<file path="src/rtl/compare_event_monitor_pkg.sv">
// Shared types and flag decode for compare_event_monitor.
// Relation codes match the comparator_four_bit flag semantics.
package cmp_mon_pkg;

  typedef enum logic [1:0] {
    REL_NONE = 2'd0,
    REL_GT   = 2'd1,
    REL_LT   = 2'd2,
    REL_EQ   = 2'd3
  } rel_t;

  // Priority decode GT > LT > EQ; no flag set yields REL_NONE.
  function automatic rel_t flags_to_rel(input logic gt, input logic lt, input logic eq);
    rel_t r;
    r = REL_NONE;
    if (eq) r = REL_EQ;
    if (lt) r = REL_LT;
    if (gt) r = REL_GT;
    return r;
  endfunction

  function automatic logic flags_onehot(input logic gt, input logic lt, input logic eq);
    return ({gt, lt, eq} == 3'b100) || ({gt, lt, eq} == 3'b010) || ({gt, lt, eq} == 3'b001);
  endfunction

endpackage

</file>
<file path="src/rtl/compare_event_monitor_if.sv">
// Flag/observation bundle between comparator_four_bit side and the monitor.
// master drives the flags and clear; slave is the monitor.
interface compare_event_monitor_if
  import cmp_mon_pkg::*;
#(
  parameter int CNT_W = 8
);
  logic             flag_valid;
  logic             greater_than;
  logic             less_than;
  logic             equal;
  logic             clr_counts;
  rel_t             stable_rel;
  logic             change_pulse;
  logic [CNT_W-1:0] gt_count;
  logic [CNT_W-1:0] lt_count;
  logic [CNT_W-1:0] eq_count;
  logic [CNT_W-1:0] trans_count;
  logic             err_sticky;
  logic [CNT_W-1:0] err_count;

  modport master (
    output flag_valid, greater_than, less_than, equal, clr_counts,
    input  stable_rel, change_pulse, gt_count, lt_count, eq_count,
           trans_count, err_sticky, err_count
  );

  modport slave (
    input  flag_valid, greater_than, less_than, equal, clr_counts,
    output stable_rel, change_pulse, gt_count, lt_count, eq_count,
           trans_count, err_sticky, err_count
  );
endinterface

</file>
<file path="src/rtl/compare_event_monitor_sat_counter.sv">
// Saturating up-counter with synchronous clear; clear beats increment.
module sat_counter #(
  parameter int W = 8
) (
  input  logic         clk,
  input  logic         rst,
  input  logic         inc,
  input  logic         clr,
  output logic [W-1:0] q
);
  always_ff @(posedge clk) begin
    if (rst || clr)                 q <= '0;
    else if (inc && (q != {W{1'b1}})) q <= q + 1'b1;
  end
endmodule

</file>
<file path="src/rtl/compare_event_monitor.sv">
// Debounces comparator flags into a stable relation with change pulse and event counters.
// Define CMP_MON_ERR_EN to flag zero/multi-hot samples as errors instead of priority-decoding them.
module compare_event_monitor
  import cmp_mon_pkg::*;
#(
  parameter int CNT_W    = 8,
  parameter int DEBOUNCE = 3
) (
  input logic                    clk,
  input logic                    rst,
  compare_event_monitor_if.slave mon
);
  localparam int RUN_W = (DEBOUNCE < 2) ? 1 : $clog2(DEBOUNCE + 1);
  localparam logic [RUN_W-1:0] DEB = RUN_W'(DEBOUNCE);

  rel_t             rel;
  logic             legal;
  logic             illegal;
  rel_t             stable_rel;
  rel_t             cand;
  logic [RUN_W-1:0] run_cnt;
  logic [RUN_W-1:0] run_nxt;
  logic             change_pulse;
  logic             hit;

  always_comb begin
    rel = flags_to_rel(mon.greater_than, mon.less_than, mon.equal);
`ifdef CMP_MON_ERR_EN
    legal   = mon.flag_valid && flags_onehot(mon.greater_than, mon.less_than, mon.equal);
    illegal = mon.flag_valid && !legal;
`else
    legal   = mon.flag_valid && (rel != REL_NONE);
    illegal = 1'b0;
`endif
  end

  assign run_nxt = (rel == cand) ? run_cnt + 1'b1 : RUN_W'(1);
  assign hit     = legal && (rel != stable_rel) && (run_nxt == DEB);

  // stable_rel is the FSM state; it never returns to REL_NONE except through rst.
  always_ff @(posedge clk) begin
    if (rst) begin
      stable_rel   <= REL_NONE;
      cand         <= REL_NONE;
      run_cnt      <= '0;
      change_pulse <= 1'b0;
    end else begin
      change_pulse <= 1'b0;
      if (legal) begin
        if (rel == stable_rel) begin
          run_cnt <= '0;
        end else if (hit) begin
          stable_rel   <= rel;
          cand         <= rel;
          run_cnt      <= '0;
          change_pulse <= 1'b1;
        end else begin
          cand    <= rel;
          run_cnt <= run_nxt;
        end
      end
    end
  end

  logic [CNT_W-1:0] gt_q, lt_q, eq_q, trans_q;

  sat_counter #(.W(CNT_W)) u_gt_cnt (
    .clk(clk), .rst(rst), .inc(legal && (rel == REL_GT)), .clr(mon.clr_counts), .q(gt_q));
  sat_counter #(.W(CNT_W)) u_lt_cnt (
    .clk(clk), .rst(rst), .inc(legal && (rel == REL_LT)), .clr(mon.clr_counts), .q(lt_q));
  sat_counter #(.W(CNT_W)) u_eq_cnt (
    .clk(clk), .rst(rst), .inc(legal && (rel == REL_EQ)), .clr(mon.clr_counts), .q(eq_q));
  sat_counter #(.W(CNT_W)) u_trans_cnt (
    .clk(clk), .rst(rst), .inc(hit), .clr(mon.clr_counts), .q(trans_q));

`ifdef CMP_MON_ERR_EN
  logic             err_sticky;
  logic [CNT_W-1:0] err_q;

  always_ff @(posedge clk) begin
    if (rst || mon.clr_counts) err_sticky <= 1'b0;
    else if (illegal)          err_sticky <= 1'b1;
  end

  sat_counter #(.W(CNT_W)) u_err_cnt (
    .clk(clk), .rst(rst), .inc(illegal), .clr(mon.clr_counts), .q(err_q));

  assign mon.err_sticky = err_sticky;
  assign mon.err_count  = err_q;
`else
  assign mon.err_sticky = 1'b0;
  assign mon.err_count  = '0;
`endif

  assign mon.stable_rel   = stable_rel;
  assign mon.change_pulse = change_pulse;
  assign mon.gt_count     = gt_q;
  assign mon.lt_count     = lt_q;
  assign mon.eq_count     = eq_q;
  assign mon.trans_count  = trans_q;

endmodule

</file>
<file path="src/flat_wrapper.sv">
// flat-port wrapper written by rule: the top's interface ports become plain ports
module compare_event_monitor_flat import cmp_mon_pkg::*;
#(
  parameter int CNT_W    = 8,
  parameter int DEBOUNCE = 3
)
  (clk, rst, mon_flag_valid, mon_greater_than, mon_less_than, mon_equal, mon_clr_counts, mon_stable_rel, mon_change_pulse, mon_gt_count, mon_lt_count, mon_eq_count, mon_trans_count, mon_err_sticky, mon_err_count);
  compare_event_monitor_if #(.CNT_W(CNT_W)) mon_i ();
  input logic clk;
  input logic rst;
  input wire logic [$bits(mon_i.flag_valid)-1:0] mon_flag_valid;
  input wire logic [$bits(mon_i.greater_than)-1:0] mon_greater_than;
  input wire logic [$bits(mon_i.less_than)-1:0] mon_less_than;
  input wire logic [$bits(mon_i.equal)-1:0] mon_equal;
  input wire logic [$bits(mon_i.clr_counts)-1:0] mon_clr_counts;
  output wire logic [$bits(mon_i.stable_rel)-1:0] mon_stable_rel;
  output wire logic [$bits(mon_i.change_pulse)-1:0] mon_change_pulse;
  output wire logic [$bits(mon_i.gt_count)-1:0] mon_gt_count;
  output wire logic [$bits(mon_i.lt_count)-1:0] mon_lt_count;
  output wire logic [$bits(mon_i.eq_count)-1:0] mon_eq_count;
  output wire logic [$bits(mon_i.trans_count)-1:0] mon_trans_count;
  output wire logic [$bits(mon_i.err_sticky)-1:0] mon_err_sticky;
  output wire logic [$bits(mon_i.err_count)-1:0] mon_err_count;
  assign mon_i.flag_valid = mon_flag_valid;
  assign mon_i.greater_than = mon_greater_than;
  assign mon_i.less_than = mon_less_than;
  assign mon_i.equal = mon_equal;
  assign mon_i.clr_counts = mon_clr_counts;
  assign mon_stable_rel = mon_i.stable_rel;
  assign mon_change_pulse = mon_i.change_pulse;
  assign mon_gt_count = mon_i.gt_count;
  assign mon_lt_count = mon_i.lt_count;
  assign mon_eq_count = mon_i.eq_count;
  assign mon_trans_count = mon_i.trans_count;
  assign mon_err_sticky = mon_i.err_sticky;
  assign mon_err_count = mon_i.err_count;
  compare_event_monitor #(.CNT_W(CNT_W), .DEBOUNCE(DEBOUNCE)) u_core (.clk(clk), .rst(rst), .mon(mon_i));
endmodule
</file>
<file path="config.mk">
export PLATFORM = sky130hd
export DESIGN_NAME = compare_event_monitor_flat
export DESIGN_NICKNAME = d
export VERILOG_FILES = /design/src/rtl/compare_event_monitor_pkg.sv /design/src/rtl/compare_event_monitor_if.sv /design/src/rtl/compare_event_monitor_sat_counter.sv /design/src/rtl/compare_event_monitor.sv /design/src/flat_wrapper.sv
export SDC_FILE = /design/constraint.sdc
export NUM_CORES = 1
export LEC_CHECK = 0
export CORE_ASPECT_RATIO = 1.75
export CORE_UTILIZATION = 33
export CTS_CLUSTER_SIZE = 14
export DETAILED_ROUTE_END_ITERATION = 10
export PLACE_DENSITY_LB_ADDON = 0.2
export SETUP_SLACK_MARGIN = 0.1
export SYNTH_ARGS = -nofsm -noshare
export SYNTH_HDL_FRONTEND = slang
export SYNTH_SLANG_ARGS = --single-unit
</file>
<file path="constraint.sdc">
create_clock -name clk -period 3.7 [get_ports clk]
set_clock_uncertainty 0.1 [all_clocks]
set_input_delay 0.74 -clock clk [delete_from_list [all_inputs] [get_ports clk]]
set_output_delay 0.74 -clock clk [all_outputs]
set_load 0.01 [all_outputs]
</file>
After elaboration in Yosys (flattened, before gate mapping)
Index checks and enable logic that the tools add are counted.

Multipliers: 0. Shifts and indexed selects: 0. Eq/ne operators: 11. Multiplexer cells: 7. Bitwise operators: 2. Add/sub/neg operators: 5. Divide/modulo/power cells: 0. Order comparisons: 0. Reduce and logical (&&, ||, !) cells: 15.

Operators by type and width (count): $add A8 B1 Y8 const B (4); $ne A8 B8 Y1 const B (4); $mux W2 (6); $logic_and A1 B1 Y1 (10); $eq A2 B2 Y1 const B (3); $eq A2 B2 Y1 (2); $reduce_and A3 Y1 (1); $reduce_or A3 Y1 (1); $add A2 B1 Y2 const B (1); $eq A2 B1 Y1 const B (1); $ne A2 B2 Y1 (1); $not A1 Y1 (2); $reduce_and A2 Y1 (1); $reduce_bool A2 Y1 (1); $logic_or A1 B1 Y1 (1); $mux W1 (1).

Logic and storage cells: 48. Latch bits: 0. Register bits: 39. Output and inout bits: 44. Bits in writable memories: 0. Bits in read-only memories: 0. Memories: 0.

Longest topological paths before layout
Depth after elaboration: 9. Mapped depth: 7. Mapped depth without buffers: 6.

By module
Synthesis repeated with hierarchy kept, for this count alone.

Cell total of the unflattened synthesis: 252. Area, all modules: 2157.1 um2.

By module, submodules not included: sat_counter (cells each 48, sequential area each 160.2 um2, instances 4, area each 421.7 um2); compare_event_monitor (cells each 60, sequential area each 140.1 um2, instances 1, area each 470.5 um2).

Least setup slack after synthesis
Ideal clock, no wire load.

Kind: input to register. Start point: input mon_less_than. End point: register u_core.u_trans_cnt.q[5]. Buffers on the path: 2. Arrival: 2.599 ns. Slack: 0.929 ns. Library setup time: 0.072 ns. Stages: 7. Cell sequence: buf_2 -> or3_1 -> a211o_1 -> a2111o_1 -> buf_2 -> nor4_2 -> mux2i_1.

Word-level cells in the longest chain between the ends: 7. Elaborated cells on any way between the ends: 11. Classes of those cells: eq/ne: 3; mux: 3; reduce/logical: 5.

RTL lines: start: declaration (line flat_wrapper.sv:13) `input wire logic [$bits(mon_i.less_than)-1:0] mon_less_than;`; $mux W2 * (line compare_event_monitor_pkg.sv:17) `if (lt) r = REL_LT;`; $mux W2 * (line compare_event_monitor_pkg.sv:18) `if (gt) r = REL_GT;`; $eq A2 B2 Y1 / $reduce_bool A2 Y1 (equally long branches) (line compare_event_monitor.sv:37, compare_event_monitor.sv:32); $mux W2 / $logic_and A1 B1 Y1 (equally long branches) (line compare_event_monitor.sv:37, compare_event_monitor.sv:32); $eq A2 B2 Y1 / $logic_and A1 B1 Y1 (equally long branches) (line compare_event_monitor.sv:38) `assign hit = legal && (rel != stable_rel) && (run_nxt == DEB);`; $logic_and A1 B1 Y1 * (line compare_event_monitor.sv:38); $logic_and A1 B1 Y1 * (line compare_event_monitor_sat_counter.sv:13) `else if (inc && (q != {W{1'b1}})) q <= q + 1'b1;`; end signal: assignment (line compare_event_monitor_sat_counter.sv:13); end: declaration (line compare_event_monitor_sat_counter.sv:9) `output logic [W-1:0] q`.

Mark *: on every way between the ends. The rest lies on a longest branch, timed or not. A chain may end at the register's enable or synchronous reset.

Final worst setup path
Start point: input mon_less_than. End point: register u_core.u_trans_cnt.q[6].

Same word-level chain as after synthesis.

==> impl_results.html <==
<table>
<tr><th>Metric</th><th>Value</th></tr>
<tr><th colspan="2">Floorplan</th></tr>
<tr><td>Placeable Area</td><td>0.00563 mm^2</td></tr>
<tr><td>Num rows</td><td>36</td></tr>
<tr><td>Die Footprint</td><td>about 0.0062 mm^2</td></tr>
<tr><td>Die width</td><td>roughly 60 um</td></tr>
<tr><td>Starting utilization of the core area</td><td>0.344</td></tr>
<tr><td>Height of the die</td><td>103 um</td></tr>
<tr><td>Top Ports</td><td>51</td></tr>
<tr><th colspan="2">Global routing</th></tr>
<tr><td>Antenna violations before repair</td><td>0</td></tr>
<tr><td>Via count of the first global-routing pass</td><td>1510</td></tr>
<tr><td>GRT Residual Overflow</td><td>0</td></tr>
<tr><td>GRT Total Usage</td><td>0.148</td></tr>
<tr><td>First-pass GRT wire length</td><td>6980 um</td></tr>
<tr><td>Largest net degree at the start of global routing</td><td>32</td></tr>
<tr><th colspan="2">Drt</th></tr>
<tr><td>DRC errors left</td><td>0</td></tr>
<tr><td>First-pass DRT Iterations</td><td>4</td></tr>
<tr><td>Routed Wire Length</td><td>4360 um</td></tr>
<tr><td>Per-cell via count in the routed design</td><td>4.96</td></tr>
<tr><td>Vias after detailed routing</td><td>1711</td></tr>
<tr><td>DRT iter0 DRCs</td><td>between 60 and 70</td></tr>
<tr><td>ANT nets after route</td><td>0</td></tr>
<tr><td>Post-detailed-route wirelength per cell</td><td>12.6 um</td></tr>
<tr><th colspan="2">Synthesis</th></tr>
<tr><td>Leading register cell type out of synthesis</td><td>dfxtp_1</td></tr>
<tr><td>Multiplexer share of the synthesized area</td><td>0.0310</td></tr>
<tr><td>Post-synthesis xor/xnor area fraction</td><td>0.0859</td></tr>
<tr><td>Synthesized area divided by synthesized cell count</td><td>8.50 um^2</td></tr>
<tr><td>Gate count after technology mapping</td><td>228</td></tr>
<tr><td>Synth area leader</td><td>dfxtp_1</td></tr>
<tr><td>Post-synth EDFFs</td><td>0</td></tr>
<tr><td>Async set or reset register ratio after synthesis</td><td>0</td></tr>
<tr><td>Yosys top cell area share</td><td>0.403</td></tr>
<tr><td>Number of storage elements in the synthesis netlist</td><td>39</td></tr>
<tr><td>Share of synthesized area occupied by flip-flops and latches</td><td>0.403</td></tr>
<tr><td>Cell area after technology mapping</td><td>0.00194 mm^2</td></tr>
<tr><td>Number of warnings issued by yosys</td><td>0</td></tr>
<tr><td>Simple-gate portion of the synthesized area</td><td>0.280</td></tr>
<tr><td>Synth area leaders</td><td>dfxtp_1 (40%), nor2_1 (7.0%), xor2_1 (5.0%), nand2_1 (4.1%), xnor2_1 (3.6%)</td></tr>
<tr><td>Synth Area in Adders</td><td>0.0258</td></tr>
<tr><td>Post-synth cell types</td><td>41</td></tr>
<tr><td>Fraction of the mapped netlist area in compound gates</td><td>0.115</td></tr>
<tr><td>Dominant combinational cell family by area after synthesis</td><td>simple AND/OR/NAND/NOR gates</td></tr>
<tr><th colspan="2">Setup path</th></tr>
<tr><td>Biggest cell delay along the critical path</td><td>0.57 ns</td></tr>
<tr><td>Slowest cell on crit path</td><td>a2111o_1</td></tr>
<tr><td>Type of element launching the critical path</td><td>input pin</td></tr>
<tr><td>Data required time at the worst endpoint</td><td>roughly 3.8 ns</td></tr>
<tr><td>Type of the setup path with the least slack</td><td>input pin to register</td></tr>
<tr><td>Kind of cell adding the most delay to the critical path</td><td>compound AO/OA/AOI/OAI gates</td></tr>
<tr><td>Arr. time, crit path</td><td>3.22 ns</td></tr>
<tr><td>Maximum fanout along the worst path</td><td>15</td></tr>
<tr><td>Sequence of cells on the critical path</td><td>clkdlybuf4s50_1 -&gt; or3_1 -&gt; a211o_1 -&gt; a2111o_1 -&gt; or4_1 -&gt; a21oi_1</td></tr>
<tr><td>Capturing element type of the critical path</td><td>register</td></tr>
<tr><td>WP buf/inv</td><td>1</td></tr>
<tr><th colspan="2">CTS</th></tr>
<tr><td>Insertion delay of the later-clocked pin in the worst-skew pair</td><td>~0.28 ns</td></tr>
<tr><td>CTS max path bufs</td><td>2</td></tr>
<tr><td># H-tree levels</td><td>2</td></tr>
<tr><td>CTS Hold Buffers Added</td><td>0</td></tr>
<tr><td>Number of clock buffers inserted by TritonCTS</td><td>5</td></tr>
<tr><td>Clock slew seen by the registers of the worst setup and hold paths</td><td>0.07 ns</td></tr>
<tr><td>Clock tree from TritonCTS</td><td>yes</td></tr>
<tr><td>Root buffer selected by CTS</td><td>clkbuf_8</td></tr>
<tr><td>Number of clock sinks seen by CTS</td><td>39</td></tr>
<tr><td>Number of post-CTS setup repair buffers</td><td>0</td></tr>
<tr><td>Number of gates resized after cts</td><td>0</td></tr>
<tr><th colspan="2">Placed design</th></tr>
<tr><td>Setup slack at placement</td><td>0.280 ns</td></tr>
<tr><td>Final Wtd Congestion</td><td>0.842</td></tr>
<tr><td>Placed Instance Area</td><td>0.00238 mm^2</td></tr>
<tr><td>Port-buffer cells</td><td>between 40 and 50</td></tr>
<tr><td>DP Wirelength</td><td>3150 um</td></tr>
<tr><th colspan="2">Layout</th></tr>
<tr><td>Antenna Diode Count</td><td>0</td></tr>
<tr><td>Synthesis-to-finish area growth</td><td>27.2%</td></tr>
<tr><td>Final instance area</td><td>0.00247 mm^2</td></tr>
<tr><td>Seq. cell area</td><td>781 um^2</td></tr>
<tr><td>Net total in the final layout</td><td>279</td></tr>
<tr><td>Layout cell share with drive strength beyond 1</td><td>0.0483</td></tr>
<tr><td>Fillcell total</td><td>589</td></tr>
<tr><td>Multi-input logic area</td><td>0.00108 mm^2</td></tr>
<tr><th colspan="2">Power and ir drop</th></tr>
<tr><td>Power per cell area</td><td>approximately 310 mW/mm^2</td></tr>
<tr><td>Pleak</td><td>0.832 nW</td></tr>
<tr><td>Maximum ir drop on the vdd rail</td><td>0.194 mV</td></tr>
<tr><th colspan="2">Timing</th></tr>
<tr><td>Setup total negative slack</td><td>0 ns</td></tr>
<tr><td>Final setup viols</td><td>0</td></tr>
<tr><td>Fin. Hold Viols</td><td>0</td></tr>
<tr><td>Clock period minus final worst setup slack</td><td>3.10 ns</td></tr>
<tr><td>Peak Freq</td><td>0.322 GHz</td></tr>
<tr><td>Fraction of the cycle the final worst path needs</td><td>0.839</td></tr>
<tr><td>Worst-case headroom to the max-slew limit</td><td>0.523</td></tr>
<tr><td>Unrepaired setup endpoints after global routing</td><td>no</td></tr>
<tr><td>Number of pins with negative max-slew slack in the final report</td><td>0</td></tr>
<tr><td>Setup ws final</td><td>0.595 ns</td></tr>
<tr><td>Actual slew at the worst max-slew pin</td><td>between 0.7 and 0.8 ns</td></tr>
<tr><th colspan="2">Min path</th></tr>
<tr><td>Class of the tightest hold or removal check</td><td>register to register</td></tr>
<tr><th colspan="2">Flow run</th></tr>
<tr><td>Number of maximum-capacitance violations</td><td>0</td></tr>
<tr><th colspan="2">Outcome</th></tr>
<tr><td>Outcome</td><td>complete, no violations</td></tr>
</table>
==> where the power goes <==
group,internal (mW),switching [mW]
Sequential,0.423,0.00383
Clock,0.132,0.144
Combinational,0.0202,0.0298
==> cell usage in the layout, fill, tap and decap left out, types with 5 or more instances in the layout <==
| cell | synthesis | layout |
|---|---|---|
| mux2i_1 | 6 | 6 |
| nand3_1 | 10 | 10 |
| nand4_1 | 9 | 9 |
| clkbuf_8 | 0 | 5 |
| nor2_1 | 36 | 36 |
| dfxtp_1 | 39 | 39 |
| nand2_1 | 21 | 21 |
| a21oi_1 | 11 | 11 |
| xnor2_1 | 8 | 8 |
| conb_1 | 1 | 9 |
| xor2_1 | 11 | 11 |
| clkdlybuf4s50_1 | 0 | 41 |
| or3_1 | 5 | 5 |
==> through the flow <==
step	util	total power, mW	hold slack (ns)	instances
after CTS	0.438	0.766	0.387	345
final	0.438	0.753	0.380	345
after floorplan	-	0.476	0.354	236
after global placement	0.424	0.487	0.373	337
after global routing	0.438	0.783	0.415	345
after detailed placement	0.424	0.486	0.376	337
==> Yosys cell counts (2+ instances only) <==
cell and n:
dfxtp_1 39, a41oi_1 2, nor3_1 4, nand3_1 10
or3_1 5, o21ai_0 4, xnor2_1 8, clkbuf_1 7
or2_2 2, and3_1 3, buf_2 2, mux2i_1 6
nand3b_1 2, a311oi_1 2, nor4bb_1 2, a21oi_1 11
nand2_1 21, o31ai_1 4, or4_1 4, nor2_1 36
ha_1 4, xor2_1 11, nor2b_1 2, buf_4 9
and4_1 3, nand4_1 9, inv_1 2
==> cells by family after synthesis <==
logic type / count (synthesis)
buffers and inverters: 20
AOI/OAI and AO/OA: 32
xor gates and xnor gates: 19
muxes: 6
other: 1
adders and majority gates: 4
and+or+nand+nor: 107
DFF: 39
==> final timing paths <==
path	start	endpoint	slack [ns]	cells past startpoint
hold reg to reg	u_core.u_trans_cnt.q[5]$_SDFFE_PP0P_	u_core.u_trans_cnt.q[5]$_SDFFE_PP0P_	0.38	2
setup / recovery	mon_less_than	u_core.u_trans_cnt.q[6]$_SDFFE_PP0P_	0.60	6
setup reg to reg	u_core.cand[1]$_SDFFE_PP0P_	u_core.u_trans_cnt.q[6]$_SDFFE_PP0P_	1.19	5
hold / removal	u_core.u_trans_cnt.q[5]$_SDFFE_PP0P_	u_core.u_trans_cnt.q[5]$_SDFFE_PP0P_	0.38	2
==> final cells by class <==
cell class / count / share of cell area
multi-input cells: 177 / 0.436
flip-flops and latches: 39 / 0.317
repair buffers: 43 / 0.173
well taps: 76 / 0.0386
clock buffers: 7 / 0.0309
inverters: 2 / 0.00304
clock inverters: 1 / 0.00203
==> worst reg2reg max path, stage by stage, from the launching register on <==
cell and delay (ns):
dfxtp_1 0.35, or3_1 0.37, a211o_1 0.36, a2111o_1 0.57
or4_1 0.56, a21oi_1 0.14
==> per-layer routing <==
layer	vias to the layer above	part of all wire	track usage
li1	873	-	-
met1	791	0.42	0.161
met2	43	0.53	0.277
met3	4	0.038	0.0261
met4	0	0.011	0.0537
met5	-	0	0
==> sequential cells by signal, summed over array words and instances, names as in the netlist <==
signal	cells
u_core.mon.change_pulse	1
u_core.u_lt_cnt.q	8
u_core.mon.stable_rel	2
u_core.run_cnt	2
u_core.u_gt_cnt.q	8
u_core.cand	2
u_core.u_trans_cnt.q	8
u_core.u_eq_cnt.q	8
Power figures use the tool's default switching activity.
